<file path="config.mk">
export PLATFORM = sky130hd
export DESIGN_NAME = seq_gen_flat
export DESIGN_NICKNAME = d
export VERILOG_FILES = /design/src/rtl/seq_gen_if.sv /design/src/rtl/seq_gen.sv /design/src/flat_wrapper.sv
export SDC_FILE = /design/constraint.sdc
export NUM_CORES = 1
export LEC_CHECK = 0
export CORE_AREA = 2 2 39 41
export CTS_BUF_LIST = sky130_fd_sc_hd__clkbuf_8
export CTS_CLUSTER_DIAMETER = 40
export DETAILED_ROUTE_END_ITERATION = 12
export DIE_AREA = 0 0 41 43
export PLACE_DENSITY = 0.46
export REMOVE_ABC_BUFFERS = 1
export SLEW_MARGIN = 20
export SYNTH_ARGS = -nofsm -noshare
export SYNTH_HDL_FRONTEND = slang
export SYNTH_SLANG_ARGS = --single-unit
export TNS_END_PERCENT = 100
</file>
<file path="constraint.sdc">
create_clock -name clk -period 3.8 [get_ports clk]
set_clock_uncertainty 0.05 [all_clocks]
set_input_delay 1.14 -clock clk [delete_from_list [all_inputs] [get_ports clk]]
set_output_delay 1.14 -clock clk [all_outputs]
set_load 0.02 [all_outputs]
</file>
<file path="src/rtl/seq_gen_if.sv">
// rtl/seq_gen_if.sv - control and status bundle for the sequence generator
interface seq_gen_if #(
    parameter int WIDTH = 2
);
    logic             start;
    logic             stop;
    logic             en;
    logic             dir;
    logic             load;
    logic [WIDTH-1:0] load_val;
    logic [WIDTH-1:0] cnt;
    logic [WIDTH-1:0] gray;
    logic             wrap;
    logic             busy;
    logic             done;

    modport master (
        output start, stop, en, dir, load, load_val,
        input  cnt, gray, wrap, busy, done
    );

    modport slave (
        input  start, stop, en, dir, load, load_val,
        output cnt, gray, wrap, busy, done
    );
endinterface

</file>
<file path="src/rtl/seq_gen.sv">
// rtl/seq_gen.sv - up/down modulo-(LAST+1) sequence generator with gray view
module seq_gen #(
    parameter int WIDTH   = 2,
    parameter int LAST    = 3,
    parameter int ONESHOT = 0
) (
    input  logic        clk,
    input  logic        rst,
    seq_gen_if.slave    bus
);
    typedef enum logic [1:0] {
        IDLE = 2'd0,
        RUN  = 2'd1,
        DONE = 2'd2
    } state_t;

    localparam logic [WIDTH-1:0] LAST_V = WIDTH'(LAST);
    localparam logic [WIDTH-1:0] ONE    = WIDTH'(1);

    state_t           state_r;
    state_t           state_n;
    logic [WIDTH-1:0] cnt_r;
    logic [WIDTH-1:0] cnt_n;
    logic             wrap_r;
    logic             wrap_n;
    logic [WIDTH-1:0] load_clamped;

    assign load_clamped = (bus.load_val > LAST_V) ? LAST_V : bus.load_val;

    always_ff @(posedge clk) begin
        if (rst) begin
            state_r <= IDLE;
            cnt_r   <= '0;
            wrap_r  <= 1'b0;
        end else begin
            state_r <= state_n;
            cnt_r   <= cnt_n;
            wrap_r  <= wrap_n;
        end
    end

    // Priority below reset: load, then stop, then start, then counting.
    always_comb begin
        state_n = state_r;
        cnt_n   = cnt_r;
        wrap_n  = 1'b0;
        if (bus.load) begin
            cnt_n = load_clamped;
        end else if (bus.stop && state_r == RUN) begin
            state_n = IDLE;
        end else if (bus.start && state_r != RUN) begin
            state_n = RUN;
            cnt_n   = bus.dir ? LAST_V : '0;
        end else if (state_r == RUN && bus.en) begin
            if (!bus.dir) begin
                if (cnt_r == LAST_V) begin
                    cnt_n  = '0;
                    wrap_n = 1'b1;
                    if (ONESHOT != 0) state_n = DONE;
                end else begin
                    cnt_n = cnt_r + ONE;
                end
            end else begin
                if (cnt_r == '0) begin
                    cnt_n  = LAST_V;
                    wrap_n = 1'b1;
                    if (ONESHOT != 0) state_n = DONE;
                end else begin
                    cnt_n = cnt_r - ONE;
                end
            end
        end
    end

    assign bus.cnt  = cnt_r;
    assign bus.gray = cnt_r ^ (cnt_r >> 1);
    assign bus.wrap = wrap_r;
    assign bus.busy = (state_r == RUN);
    assign bus.done = (state_r == DONE);
endmodule

</file>
<file path="src/flat_wrapper.sv">
// flat-port wrapper written by rule: the top's interface ports become plain ports
module seq_gen_flat 
#(
    parameter int WIDTH   = 2,
    parameter int LAST    = 3,
    parameter int ONESHOT = 0
)
  (clk, rst, bus_start, bus_stop, bus_en, bus_dir, bus_load, bus_load_val, bus_cnt, bus_gray, bus_wrap, bus_busy, bus_done);
  seq_gen_if #(.WIDTH(WIDTH)) bus_i ();
  input  logic clk;
  input  logic rst;
  input wire logic [$bits(bus_i.start)-1:0] bus_start;
  input wire logic [$bits(bus_i.stop)-1:0] bus_stop;
  input wire logic [$bits(bus_i.en)-1:0] bus_en;
  input wire logic [$bits(bus_i.dir)-1:0] bus_dir;
  input wire logic [$bits(bus_i.load)-1:0] bus_load;
  input wire logic [$bits(bus_i.load_val)-1:0] bus_load_val;
  output wire logic [$bits(bus_i.cnt)-1:0] bus_cnt;
  output wire logic [$bits(bus_i.gray)-1:0] bus_gray;
  output wire logic [$bits(bus_i.wrap)-1:0] bus_wrap;
  output wire logic [$bits(bus_i.busy)-1:0] bus_busy;
  output wire logic [$bits(bus_i.done)-1:0] bus_done;
  assign bus_i.start = bus_start;
  assign bus_i.stop = bus_stop;
  assign bus_i.en = bus_en;
  assign bus_i.dir = bus_dir;
  assign bus_i.load = bus_load;
  assign bus_i.load_val = bus_load_val;
  assign bus_cnt = bus_i.cnt;
  assign bus_gray = bus_i.gray;
  assign bus_wrap = bus_i.wrap;
  assign bus_busy = bus_i.busy;
  assign bus_done = bus_i.done;
  seq_gen #(.WIDTH(WIDTH), .LAST(LAST), .ONESHOT(ONESHOT)) u_core (.clk(clk), .rst(rst), .bus(bus_i));
endmodule
</file>
# Word level (Yosys, flattened, before mapping)
# Index checks and enable logic that the tools add are counted.
[classes]
n_reduce_logical = 9
add_sub_neg = 2
magnitude_cmp = 1
n_eq_ne = 5
n_bitwise = 3
mux = 14
[op_table]
columns = ["op", "count"]
rows = [
  ["$mux W2", 11],
  ["$reduce_or A5 Y1", 1],
  ["$eq A2 B2 Y1 const B", 2],
  ["$reduce_and A2 Y1", 2],
  ["$logic_and A1 B1 Y1", 3],
  ["$mux W1", 3],
  ["$reduce_bool A3 Y1", 1],
  ["$add A2 B1 Y2 const B", 1],
  ["$eq A2 B1 Y1 const B", 1],
  ["$gt A2 B2 Y1 const B", 1],
  ["$logic_not A2 Y1", 1],
  ["$ne A2 B1 Y1 const B", 1],
  ["$ne A2 B2 Y1 const B", 1],
  ["$not A1 Y1", 2],
  ["$reduce_bool A2 Y1", 1],
  ["$sub A2 B1 Y2 const B", 1],
  ["$xor A2 B1 Y2", 1],
]
[word_totals]
inputBits = 9
reg_bits = 5
wordCells = 37
out_inout_bits = 7

# Longest topological paths before layout
# Gate-level depths: netlist (run 1).
[logic_depth]
depth_word = 7
depth_mapped = 6
depth_no_buf = 6

# Worst setup path before layout (run 1)
# Ideal clock, no wire load.
[synth_timing]
kind = "register -> output"
from = "reg u_core.cnt_r[0] (netlist: u_core.bus.cnt[0])"
to = "out bus_gray[0]"
t_arrival_ns = 0.953
slack_ns = 1.657
required_ns = 2.610
path_buffers = 0
path_stages_with_launch = 3
cell_sequence = "dfxtp_1 -> inv_1 -> ha_1"
[synth_between]
elab_chain_len = 1
[synth_rtl]
columns = ["item", "line", "text"]
rows = [
  ["start, declared", "seq_gen.sv:22", "logic [WIDTH-1:0] cnt_r;"],
  ["start signal, assigned", "seq_gen.sv:37", "cnt_r <= cnt_n;"],
  ["$xor A2 B1 Y2", "seq_gen.sv:76", "assign bus.gray = cnt_r ^ (cnt_r >> 1);"],
  ["end, declared", "flat_wrapper.sv:19", "output wire logic [$bits(bus_i.gray)-1:0] bus_gray;"],
]
# Every way passes these cells.

# Worst setup path after layout (run 1)
[layout_timing]
from = "reg u_core.cnt_r[1] (netlist: u_core.bus.cnt[1])"
to = "out bus_gray[0]"
# The elaborated chain is that of the path after synthesis.

==> results.py, run 1 <==
metrics = {
    "die": {
        "top_level_ports": 16,
        "die_h_um": 43,
        "num_rows": 14,
        "start_util": 0.1953,
        "die_x_um": 41,
        "coreArea_mm2": 0.001384,
        "die_area_mm2": 0.001763,
    },
    "synthesis": {
        "synth_warnings": 0,
        "syn_inst": 34,
        "synth_area_um2": 270.3,
        "postSynthAreaPerCell_um2": 7.949,
        "synth-seq-cells": 4,
        "ys_seq_area_frac": 0.2963,
        "synth_cell_types": 19,
    },
    "cts": {
        "h-tree-depth": 1,
        "cts_sinks": 4,
        "clock_latency_ps": 210,
        "numCtsBuffers": 3,
        "cts_max_path_buffers": 2,
        "cts_setup_buffers": 0,
        "cts.repair.resized": 0,
        "path_clk_slew_ps": 30,
        "cts-root-buf": "clkbuf_8",
        "cts_tree": "yes",
        "ctsHoldBuffers": 0,
    },
    "timing": {
        "setup_ws_ps": 1039,
        "setup_violations": 0,
        "slew_viol_final": 0,
        "timing.final.crit_share": 0.7265,
        "hold_viol_final": 0,
        "hold-worst-slack_ps": 477.2,
        "rsz0062_at_grt": "no",
        "finalSetupTns_ps": 0,
        "fmax_mhz": 362.2,
        "period_needed_ps": 2761,
    },
    "worst_setup_path": {
        "critPathMaxStageDelay_ps": 600,
        "slowest_stage": "clkdlybuf4s50_1",
        "crit_chain": "inv_1 -> ha_1 -> clkdlybuf4s50_1",
        "worstPathRequired_ps": 2610,
        "critPathArrivalTime_ps": 1570,
        "start_kind": "flip-flop",
        "crit_type": "reg2out",
        "critPathMaxFanout": 5,
        "path_delay_family": "buffers and inverters",
        "worst-path-buf-inv": 2,
        "crit_path_end_kind": "output port",
        "reg2reg_slack_ps": 2300,
    },
    "power": {
        "peakVddDrop_mv": 0.1703,
        "p_leak_uw": 0.0001851,
        "seq_power_share": 0.263,
        "switchingPower_uw": 46.76,
        "clkPwrFrac": 0.480,
        "internal-power_uw": 137.8,
        "combPwrFrac": 0.257,
        "cellPowerDensity_mw_per_mm2": 404.0,
        "switching_share": 0.2534,
    },
    "detailed_routing": {
        "drcViolationCount": 0,
        "post_drt_wl_per_cell_um": 9.354,
        "viasPerCell": 4.446,
        "dr.pass1.iters": 2,
        "drtIter0Drc": 1,
        "ant_nets": 0,
        "routed-via-count": 289,
        "drt-total-wl_um": 608,
    },
    "final_layout": {
        "final-seq-area_um2": 80.08,
        "synthToLayoutAreaGrowth_pct": 68.98,
        "nNetsFinal": 62,
        "antenna_cells": 0,
        "nFillCells": 154,
        "drive_gt1_frac": 0.1020,
        "multi_input_area_um2": 160.2,
    },
    "global_routing": {
        "antenna_found_initial": 0,
        "grt_pass1_vias": 255,
        "track_usage": 0.09347,
        "gr-total-overflow": 0,
        "grt_max_degree": 7,
        "grt_pass1_wl_mm": 1.021,
    },
    "placement": {
        "hpwl_um": 498.8,
        "dp_slack_ps": 1245,
        "port_buffers": 14,
        "globalplace.congestion": 0.6911,
    },
    "worst_hold_path": {
        "hold_path_class": "reg2reg",
    },
    "flow_run": {
        "cap_viol_max_count": 0,
    },
    "status": {
        "status": "finished clean",
    },
}
worst paths after layout:
| path | startpoint | endpoint | depth (start not counted) |
|---|---|---|---|
| min reg2reg | u_core.bus.cnt[1]$_SDFFE_PP0P_ | u_core.bus.cnt[1]$_SDFFE_PP0P_ | 2 |
| max reg2reg | u_core.bus.cnt[0]$_SDFFE_PP0P_ | u_core.bus.cnt[1]$_SDFFE_PP0P_ | 5 |
| max | u_core.bus.cnt[1]$_SDFFE_PP0P_ | bus_gray[0] | 3 |
| min | u_core.bus.cnt[1]$_SDFFE_PP0P_ | u_core.bus.cnt[1]$_SDFFE_PP0P_ | 2 |
power by group through the flow:
stage / clock network (uW) / registers, uW / logic, uW
6_report: 88.6 / 48.5 / 47.5
3_5_place_dp: 0 / 49.1 / 47.9
5_1_grt: 96.2 / 49.0 / 51.7
3_3_place_gp: 0 / 49.4 / 48.5
4_1_cts: 91.1 / 48.7 / 48.1
2_1_floorplan: 0 / 53.4 / 20.2
registers in the layout (all words and copies together), names as in the netlist:
name / count
u_core.bus.cnt: 2
u_core.bus.wrap: 1
u_core.state_r: 1
cell type report:
cell class                 instances  area share
tap                               16     0.04384
sequential                         4      0.1753
timing repair buffer              14      0.3068
multi-input combinational         24      0.3507
clock buffer                       3     0.09041
inverter                           4     0.03288
routing by layer:
| layer | global-route usage | share of wire | vias up |
|---|---|---|---|
| met3 | 0.08377 | 0.12 | 0 |
| met5 | 0 | 0 | - |
| li1 | - | - | 146 |
| met4 | 0.06000 | 0 | 0 |
| met1 | 0.1065 | 0.44 | 129 |
| met2 | 0.1094 | 0.45 | 14 |
tightest hold or removal path: stages, from the launching register on:
cell and delay, ps:
dfxtp_1 340, nand2_1 90, a21oi_2 50
per-stage QoR:
stage / cells / area (um2) / power, uW / util
2_1_floorplan: 32 / 255.2 / 73.57 / -
3_3_place_gp: 62 / 415.4 / 97.83 / 0.3002
3_5_place_dp: 62 / 415.4 / 97.01 / 0.3002
4_1_cts: 65 / 456.7 / 187.8 / 0.3300
5_1_grt: 65 / 456.7 / 197.0 / 0.3300
6_report: 65 / 456.7 / 184.5 / 0.3300
cells in the final DEF, fill, tap and decap left out:
cell / n
a21oi_1: 3
conb_1: 1
dfxtp_1: 4
inv_1: 4
o2111ai_1: 1
nor2_1: 2
nor2b_1: 1
a311o_1: 1
a311oi_1: 1
clkbuf_8: 3
nand3_1: 2
a221oi_1: 1
clkdlybuf4s50_1: 14
and3b_1: 1
nand2_1: 4
a21oi_2: 1
nor3_2: 1
nand2b_1: 1
ha_1: 2
a21o_1: 1
synthesized netlist by cell type:
cell type,instances,area (um2)
dfxtp_1,4,80.08
and3b_1,1,8.760
buf_4,2,15.01
a221oi_1,1,8.760
a21oi_2,1,8.760
a311o_1,1,10.01
ha_1,2,25.02
o2111ai_1,1,8.760
inv_1,4,15.01
nor2_1,2,7.510
conb_1,1,3.750
a311oi_1,1,8.760
nor3_2,1,10.01
nand2_1,4,15.01
nand2b_1,1,6.260
a21o_1,1,7.510
nor2b_1,1,6.260
a21oi_1,3,15.01
nand3_1,2,10.01
cells by family (layout without fill, tap and decap cells):
logic type      after synthesis  after routing  synth area share
buf+inv                       6             21            0.1111
compound gates                9              9            0.2500
fa+ha+maj                     2              2           0.09258
other cells                   1              1           0.01388
flops                         4              4            0.2963
simple gates                 12             12            0.2361
(Power assumes the default switching activity.)
==> run 2: changes to the inputs <==
--- a/config.mk
+++ b/config.mk
@@ -10,7 +10,7 @@
 export CTS_CLUSTER_DIAMETER = 40
 export DETAILED_ROUTE_END_ITERATION = 12
 export DIE_AREA = 0 0 41 43
-export PLACE_DENSITY = 0.46
+export PLACE_DENSITY = 0.47
 export REMOVE_ABC_BUFFERS = 1
 export SLEW_MARGIN = 20
 export SYNTH_ARGS = -nofsm -noshare
==> constraint.sdc (replaced) <==
create_clock -name clk -period 2.5 [get_ports clk]
set_clock_uncertainty 0.05 [all_clocks]
set_input_delay 0.75 -clock clk [delete_from_list [all_inputs] [get_ports clk]]
set_output_delay 0.75 -clock clk [all_outputs]
set_load 0.02 [all_outputs]
==> run 2 against run 1 <==
Non-clock buffer count unchanged. Critical path depth did not move. Clock power is 48% higher. First-iteration DRC count down 100%. Global-route usage fell by 0.72 points.
==> results.py, run 2 (synthesis gave the netlist of run 1 again) <==
metrics = {
    "detailed_routing": {
        "drtIter0Drc": 0,
        "dr.pass1.iters": 1,
        "drcViolationCount": 0,
        "viasPerCell": 4.369,
        "drt-total-wl_um": 618,
        "routed-via-count": 284,
        "post_drt_wl_per_cell_um": 9.508,
        "ant_nets": 0,
    },
    "final_layout": {
        "nNetsFinal": 62,
        "layout_common_cells": "clkdlybuf4s50_1, inv_1, nand2_1, dfxtp_1",
        "synthToLayoutAreaGrowth_pct": 68.98,
        "layout.cells.most_common": "clkdlybuf4s50_1",
        "antenna_cells": 0,
        "largest_reg_flops": 2,
        "nFillCells": 152,
        "drive_gt1_frac": 0.1020,
    },
    "power": {
        "cellPowerDensity_mw_per_mm2": 608.6,
        "switchingPower_uw": 68.77,
        "p_leak_uw": 0.0001851,
        "total_power_uw": 278.0,
        "seq_power_share": 0.265,
        "peakVddDrop_mv": 0.4169,
        "switching_share": 0.2474,
        "combPwrFrac": 0.262,
        "clkPwrFrac": 0.473,
        "internal-power_uw": 209.2,
    },
    "global_routing": {
        "track_usage": 0.08626,
        "grt_max_degree": 7,
        "grt_pass1_vias": 272,
        "gr-total-overflow": 0,
        "antenna_found_initial": 0,
        "grt_pass1_wl_um": 993,
    },
    "worst_setup_path": {
        "r2r_end": "u_core.bus.cnt[1]$_SDFFE_PP0P_",
        "crit_path_end_kind": "output port",
        "critPathMaxFanout": 4,
        "worstRegToRegCells": 5,
        "worstPathRequired_ps": 1700,
        "critPathMaxStageDelay_ps": 610,
        "crit_chain": "inv_1 -> ha_1 -> clkdlybuf4s50_1",
        "slowest_stage": "clkdlybuf4s50_1",
        "crit_type": "reg2out",
        "reg2reg_slack_ps": 990,
        "r2r-start": "u_core.bus.cnt[0]$_SDFFE_PP0P_",
        "start_kind": "flip-flop",
        "critPathArrivalTime_ps": 1570,
    },
    "worst_hold_path": {
        "hold_path_class": "reg2reg",
        "min_from": "u_core.bus.cnt[1]$_SDFFE_PP0P_",
        "worst_hold_path.num_cells": 2,
        "min_to": "u_core.bus.cnt[1]$_SDFFE_PP0P_",
    },
    "cts": {
        "cts_tree": "yes",
        "cts-root-buf": "clkbuf_8",
        "numCtsBuffers": 3,
        "path_clk_slew_ps": 30,
        "clock_latency_ps": 210,
        "cts_sinks": 4,
        "cts_max_path_buffers": 2,
        "cts_setup_buffers": 0,
        "h-tree-depth": 1,
        "ctsHoldBuffers": 0,
        "cts.repair.resized": 0,
    },
    "timing": {
        "fmax_mhz": 422.1,
        "timing.final.crit_share": 0.9477,
        "finalSetupTns_ps": 0,
        "setup_violations": 0,
        "slew_viol_final": 0,
        "period_needed_ps": 2369,
        "hold_viol_final": 0,
        "rsz0062_at_grt": "no",
    },
    "status": {
        "status": "finished clean",
    },
    "flow_run": {
        "cap_viol_max_count": 0,
    },
    "die": {
        "die_h_um": 43,
        "coreArea_mm2": 0.001384,
        "die_area_mm2": 0.001763,
        "num_rows": 14,
        "top_level_ports": 16,
        "start_util": 0.1953,
        "die_x_um": 41,
    },
    "placement": {
        "globalplace.congestion": 0.6620,
        "port_buffers": 14,
    },
}
run 2: cell counts in the layout (fill, tap and decap cells not counted):
Identical to the previous run, type by type.
run 2: cell type report:
type                            count  area [um2]  area share
Tap cell                           16       20.02     0.04384
Timing Repair Buffer               14       140.1      0.3068
Sequential cell                     4       80.08      0.1753
Inverter                            4       15.01     0.03288
Multi-Input combinational cell     24       160.2      0.3507
Clock buffer                        3       41.29     0.09041
run 2: worst max-delay path: cells and delay by family, from the launching register on:
| family | cells | cell delay (ps) |
|---|---|---|
| flip-flops | 1 | 360 |
| adder cells (fa/ha/maj) | 1 | 310 |
| buffers and inverters | 2 | 680 |
run 2: power groups by stage:
stage	clock network [uW]	logic, uW	registers, uW
after global placement	0	74.4	74.6
after global routing	141	78.6	74.8
after floorplan	0	30.7	81.1
after detailed placement	0	73.6	74.6
final	131	72.9	73.6
after CTS	137	73.9	73.8
run 2: worst max-delay path by stage:
stage	endpoint	startpoint	slack, ps
floorplan	bus_gray[0]	u_core.bus.cnt[1]$_SDFFE_PP0P_	630
global placement	u_core.bus.cnt[0]$_SDFFE_PP0P_	bus_stop	300
detailed placement	u_core.bus.cnt[1]$_SDFFE_PP0P_	bus_start	330
CTS	bus_gray[0]	u_core.bus.cnt[0]$_SDFFE_PP0P_	120
global route	bus_gray[0]	u_core.bus.cnt[1]$_SDFFE_PP0P_	50
finish	bus_gray[0]	u_core.bus.cnt[0]$_SDFFE_PP0P_	130
run 2: per-layer routing:
layer,vias to the layer above,GRT usage,share of wire
met1,122,0.08974,0.41
li1,148,-,-
met2,14,0.1313,0.47
met5,-,0,0
met4,0,0,0
met3,0,0.08377,0.12
run 2: per-stage QoR:
stage                     cells  hold WS [ps]  utilization  setup slack [ps]  area [um2]
after floorplan              32         540.5            -             629.1       255.2
after global placement       62         459.5       0.3002             299.6       415.4
after detailed placement     62         467.7       0.3002             328.6       415.4
after CTS                    65         475.2       0.3300             117.2       456.7
after global routing         65         506.9       0.3300             51.44       456.7
final                        65         469.9       0.3300             130.7       456.7
==> run 3: changes to the inputs <==
--- a/config.mk
+++ b/config.mk
@@ -5,6 +5,7 @@
 export SDC_FILE = /design/constraint.sdc
 export NUM_CORES = 1
 export LEC_CHECK = 0
+export CAP_MARGIN = 10
 export CORE_AREA = 2 2 39 41
 export CTS_BUF_LIST = sky130_fd_sc_hd__clkbuf_8
 export CTS_CLUSTER_DIAMETER = 40
==> results of run 3 <==
Final layout, timing and power as in run 2 (identical DEF).
